$ cat src/rtl/trivium_stream_ctrl.sv
// Trivium keystream sequencer: load, WARMUP discarded steps, then OUT_W-bit words; first word valid WARMUP+OUT_W+1 cycles after start.
// Backpressure: the core is frozen (core_en=0) when a completed word cannot enter the occupied, unaccepted output register.
module trivium_stream_ctrl #(
  parameter int WARMUP = 1152,
  parameter int OUT_W  = 8,
  parameter int LEN_W  = 16
) (
  input  logic             clk,
  input  logic             reset,
  input  logic             start,
  input  logic [79:0]      key,
  input  logic [79:0]      iv,
  input  logic [LEN_W-1:0] len,
  input  logic             abort,
  output logic [79:0]      core_key,
  output logic [79:0]      core_iv,
  output logic             core_load,
  output logic             core_en,
  input  logic             core_z,
  output logic [OUT_W-1:0] out_data,
  output logic             out_valid,
  input  logic             out_ready,
  output logic             out_last,
  output logic             busy,
  output logic             done
);
  localparam int CW = $clog2(OUT_W + 1);
  localparam int WW = (WARMUP > 1) ? $clog2(WARMUP) : 1;
  localparam int NW = LEN_W + 1;

  typedef enum logic [2:0] {S_IDLE, S_LOAD, S_WARM, S_GEN, S_DRAIN} state_t;

  state_t           state, state_n;
  logic [WW-1:0]    warmcnt;
  logic [CW-1:0]    bitcnt;
  logic [CW-1:0]    lastbits;
  logic [CW-1:0]    tgt;
  logic [NW-1:0]    wcnt;
  logic [OUT_W-1:0] shifter, sh_next;
  logic [NW-1:0]    len_ext, nw_c;
  logic [CW-1:0]    lb_c;
  logic             final_word, word_done, accept, kill;

  // nwords is one bit wider than len so ceil() cannot overflow at the top of the range
  assign len_ext    = {1'b0, len};
  assign nw_c       = (len_ext + NW'(OUT_W - 1)) / NW'(OUT_W);
  assign lb_c       = CW'(len_ext - (nw_c - NW'(1)) * NW'(OUT_W));
  assign final_word = (wcnt == NW'(1));
  assign tgt        = final_word ? lastbits : CW'(OUT_W);
  assign word_done  = (bitcnt == tgt - CW'(1));
  assign accept     = out_valid & out_ready;
  assign kill       = abort & (state != S_IDLE);
  assign busy       = (state != S_IDLE);

  always_comb begin
    sh_next = shifter;
    for (int i = 0; i < OUT_W; i++)
      if (bitcnt == CW'(i)) sh_next[i] = core_z;
  end

  always_comb begin
    state_n   = state;
    core_load = 1'b0;
    core_en   = 1'b0;
    case (state)
      S_IDLE:  if (start && len != '0) state_n = S_LOAD;
      S_LOAD: begin
        core_load = 1'b1;
        state_n   = S_WARM;
      end
      S_WARM: begin
        core_en = 1'b1;
        if (warmcnt == WW'(WARMUP - 1)) state_n = S_GEN;
      end
      S_GEN: begin
        // the bit that completes a word is only taken if the output slot frees this cycle
        core_en = !word_done || !out_valid || out_ready;
        if (core_en && word_done && final_word) state_n = S_DRAIN;
      end
      S_DRAIN: if (accept) state_n = S_IDLE;
      default: state_n = S_IDLE;
    endcase
    if (kill) begin
      state_n   = S_IDLE;
      core_load = 1'b0;
      core_en   = 1'b0;
    end
  end

  always_ff @(posedge clk or posedge reset) begin
    if (reset) begin
      state     <= S_IDLE;
      core_key  <= '0;
      core_iv   <= '0;
      warmcnt   <= '0;
      bitcnt    <= '0;
      lastbits  <= '0;
      wcnt      <= '0;
      shifter   <= '0;
      out_data  <= '0;
      out_valid <= 1'b0;
      out_last  <= 1'b0;
      done      <= 1'b0;
    end else begin
      state <= state_n;
      done  <= 1'b0;
      if (accept) begin
        out_valid <= 1'b0;
        out_last  <= 1'b0;
      end
      case (state)
        S_IDLE: if (start) begin
          core_key <= key;
          core_iv  <= iv;
          wcnt     <= nw_c;
          lastbits <= lb_c;
          bitcnt   <= '0;
          shifter  <= '0;
          if (len == '0) done <= 1'b1;
        end
        S_LOAD: warmcnt <= '0;
        S_WARM: warmcnt <= warmcnt + WW'(1);
        S_GEN: if (core_en) begin
          if (word_done) begin
            out_data  <= sh_next;
            out_valid <= 1'b1;
            out_last  <= final_word;
            shifter   <= '0;
            bitcnt    <= '0;
            wcnt      <= wcnt - NW'(1);
          end else begin
            shifter <= sh_next;
            bitcnt  <= bitcnt + CW'(1);
          end
        end
        S_DRAIN: if (accept) done <= 1'b1;
        default: ;
      endcase
      if (kill) begin
        out_valid <= 1'b0;
        out_last  <= 1'b0;
        done      <= 1'b0;
      end
    end
  end
endmodule

$ cat config.mk
export PLATFORM = sky130hd
export DESIGN_NAME = trivium_stream_ctrl
export DESIGN_NICKNAME = d
export VERILOG_FILES = /design/src/rtl/trivium_stream_ctrl.sv
export SDC_FILE = /design/constraint.sdc
export NUM_CORES = 1
export LEC_CHECK = 0
export CAP_MARGIN = 15
export CELL_PAD_IN_SITES_DETAIL_PLACEMENT = 1
export CELL_PAD_IN_SITES_GLOBAL_PLACEMENT = 2
export CORE_MARGIN = 3
export CORE_UTILIZATION = 25
export DETAILED_ROUTE_END_ITERATION = 7
export GPL_TIMING_DRIVEN = 0
export PLACE_DENSITY = 0.78
export SLEW_MARGIN = 10
export SYNTH_ARGS = -nofsm -noshare
export SYNTH_HDL_FRONTEND = slang
export SYNTH_SLANG_ARGS = --single-unit
$ cat constraint.sdc
create_clock -name clk -period 7.8 [get_ports clk]
set_clock_uncertainty 0.15 [all_clocks]
set_input_delay 0.78 -clock clk [delete_from_list [all_inputs] [get_ports clk]]
set_output_delay 0.78 -clock clk [all_outputs]
set_load 0.02 [all_outputs]
==> results_dict.tcl <==
set metrics [dict create \
    outcome "completed" \
    cp.depth 15 \
    worstPathRequired_ns 6.87 \
    dpl_cell_area_sq_mm 0.01370 \
    whs_path_depth 2 \
    synth_top_area_frac 0.5756 \
    track_usage 0.1817 \
    fmax_mhz 180.2 \
    nFillCells 4356 \
    numPortBuffers 353 \
    die_y_microns 200.7 \
    period_share 0.7116 \
    synth_edf_count 0 \
    core_area_sq_mm 0.03696 \
    clk_pin_slew_ns 0.05 \
    design_area_sq_mm 0.01462 \
    cts_setup_buffers 0 \
    crit_path_end_kind "output pin" \
    leakagePower_nw 6.764 \
    dp_cells 1949 \
    ff2ff_path_depth 14 \
    cp.buffers_inverters 3 \
    peakVddDrop_mv 0.2173 \
    slowest_stage "clkdlybuf4s50_1" \
    vias_per_cell 4.460 \
    rr_startpoint "wcnt[1]$_DFFE_PP0P_" \
    rows 70 \
    min-delay-start "core_key[1]$_DFFE_PP0P_" \
    max_stage_delay_ns 0.57 \
    powerDensity_mw_per_mm2 388.2 \
    wl_mm 37.37 \
    synthArstFlopShare 1.000 \
    worst_slew_pin_slew_ns 0.7943 \
    postRouteAntennaNets 0 \
    ys_warn_count 0 \
    grt_max_degree 98 \
    ctsHoldBuffers 0 \
    regToRegSetupSlack_ns 3.68 \
    min_to "core_key[1]$_DFFE_PP0P_" \
    regArea_sq_mm 0.005455 \
    synth_common_cells "nand2_1, dfrtp_1, clkbuf_1, nor2_1, a21oi_1" \
    hpwl_mm 28.29 \
    cp-start-kind "register" \
    path_max_fanout 10 \
    dieWidth_microns 200.7 \
    clock_sinks 218 \
    fin_cells 1999 \
    ios 356 \
    dr.pass1.iters 4 \
    drcViolationCount 0 \
    area_growth_pct 54.27 \
    start_util 0.2564 \
    rsz0062_at_grt "false" \
    insertion_delay_ns 0.53 \
    routedWlPerCell_microns 18.69 \
    cts_root_buf "clkbuf_16" \
    crit_arrival_ns 4.62 \
    htree_levels 1 \
    period_minus_slack_ns 5.550 \
    max_slew_margin 0.4705 \
    crit_chain "inv_1, ha_1, nor4b_1, nand4_1, nor2_1, nand2_1, ha_1, xor3_1, o32ai_1, nand4b_1, a211oi_2, buf_6, nand3_1, nor3b_1, clkdlybuf4s50_1" \
    antenna_found_initial 1 \
    multi_input_area_sq_mm 0.003730 \
    synthMostInstantiatedCell "nand2_1" \
    syn_inst 1090 \
    synth-seq-area-share 0.5756 \
    fin_ws_ns 2.250 \
    ys_types 55 \
    drt_iter0_drc 302 \
    crit_path_frequent_cell "ha_1" \
    synth_area_sq_mm 0.009478 \
    syn_avg_cell_area_sq_um 8.695 \
    crit_family "simple AND/OR/NAND/NOR gates" \
    grt_pass1_vias 9643 \
    grt-ovfl-total 0 \
    hold_viol_final 0 \
    synthTopCellsByArea "dfrtp_1, nand2_1, clkbuf_1" \
    die_area_sq_mm 0.04028 \
    r2r_end "wcnt[5]$_DFFE_PP0P_" \
    ys.flop_type "dfrtp_1" \
    grt_pass1_wl_mm 58.15 \
    yosysTopAreaCell "dfrtp_1" \
    cts_tree "done" \
    synthesis.nets 1280 \
    vias 8915 \
    drv_cap 0 \
    synth_seq_cells 218 \
    diodes 0 \
    setup_tns_ns 0 \
    finalMaxSlewViolations 0 \
    hp-class "register to register" \
    post-place-ws_ns 2.863 \
    numCtsBuffers 27 \
    setup_violations 0 \
    finish.net_count 1664 \
    place_congestion 0.7776 \
    clockBufferDepth 3 \
    cts_resized 0 \
    drive_gt1_frac 0.03946 \
    critical_path_class "register to output pin" \
]
[how the worst max path moves through the flow]
stage / from / endpoint / slack (ns)
final: wcnt[1]$_DFFE_PP0P_ / core_en / 2.25
after global routing: wcnt[1]$_DFFE_PP0P_ / core_en / 1.82
after CTS: wcnt[1]$_DFFE_PP0P_ / core_en / 2.25
after detailed placement: wcnt[1]$_DFFE_PP0P_ / core_en / 2.86
after global placement: reset / out_data[5]$_DFFE_PP0P_ / -2.90
after floorplan: reset / bitcnt[0]$_DFFE_PP0P_ / 0.91
[layout by cell type, fill, tap and decap left out, drive strengths merged, types with 2 or more instances in the layout]
cell type and instances:
or3 8, and3 11, nor3 16, and2 3, mux2i 9, o211ai 2
nor2b 3, bufinv 3, buf 13, nor3b 2, a22oi 4, clkbuf 84
a32oi 2, inv 18, a21oi 32, clkinv 5, nand3 17, xor2 8
dfrtp 218, nand4 11, o21ai 32, o22a 8, nor2 42, o31ai 3
clkdlybuf4s50 353, o22ai 8, a22o 2, ha 8, nand3b 2, xnor2 9
nor4 4, a32o 2, a31oi 4, nand2b 6, nand2 527
[flip-flops by register name (all words and copies together) (netlist names), 3 cells and up]
| signal | count |
|---|---|
| bitcnt | 4 |
| core_key | 80 |
| out_data | 8 |
| core_iv | 80 |
| wcnt | 17 |
| shifter | 8 |
| warmcnt | 11 |
| lastbits | 4 |
| state | 3 |
[worst register-to-register path: cells and delay by family (launching register included)]
| kind | cells | cell delay (ns) |
|---|---|---|
| xor gates and xnor gates | 1 | 0.19 |
| DFF | 1 | 0.40 |
| AOI/OAI and AO/OA | 4 | 1.13 |
| and+or+nand+nor | 5 | 1.35 |
| adders and majority gates | 2 | 0.38 |
| buffers and inverters | 2 | 0.40 |
[logic make-up after synthesis]
group | Yosys count | synth area share
AO/OA/AOI/OAI | 106 | 0.07129
AND/OR/NAND/NOR | 658 | 0.2828
multiplexers | 10 | 0.01069
adder cells (fa/ha/maj) | 8 | 0.01056
XOR/XNOR | 18 | 0.01822
buffers and inverters | 72 | 0.03089
flip-flops | 218 | 0.5756
[metal layers]
metal  GRT usage  vias up  wire length (microns)
met4     0.03739        0                    812
li1            -     4287                      -
met2      0.3185      230                  18410
met5           0        -                      0
met1      0.2119     4353                  14950
met3     0.07037       45                   3194
[report_power, final]
part / internal [mW] / total, mW / switching (mW) / leakage (nW)
clock network: 0.788 / 1.30 / 0.511 / 0.450
registers: 1.58 / 1.87 / 0.291 / 2.75
logic: 1.06 / 2.50 / 1.45 / 3.56
[area by class of cell]
cell class,count,area share
plain buffers,55,0.01566
repair buffers,355,0.2454
inverters,17,0.004878
clock buffers,40,0.05297
well taps,504,0.04313
multi-input cells,800,0.2551
flip-flops and latches,218,0.3731
clock inverters,10,0.009755
[per-stage QoR]
step	utilization	hold slack (ns)	power [mW]
finish	0.3956	0.3214	5.675
global route	0.3956	0.3488	6.067
CTS	0.3956	0.3273	5.786
detailed placement	0.3708	0.3113	4.431
global placement	0.3691	0.3070	4.381
floorplan	-	0.3001	3.080
No activity file was read; power rests on OpenSTA's default activity.
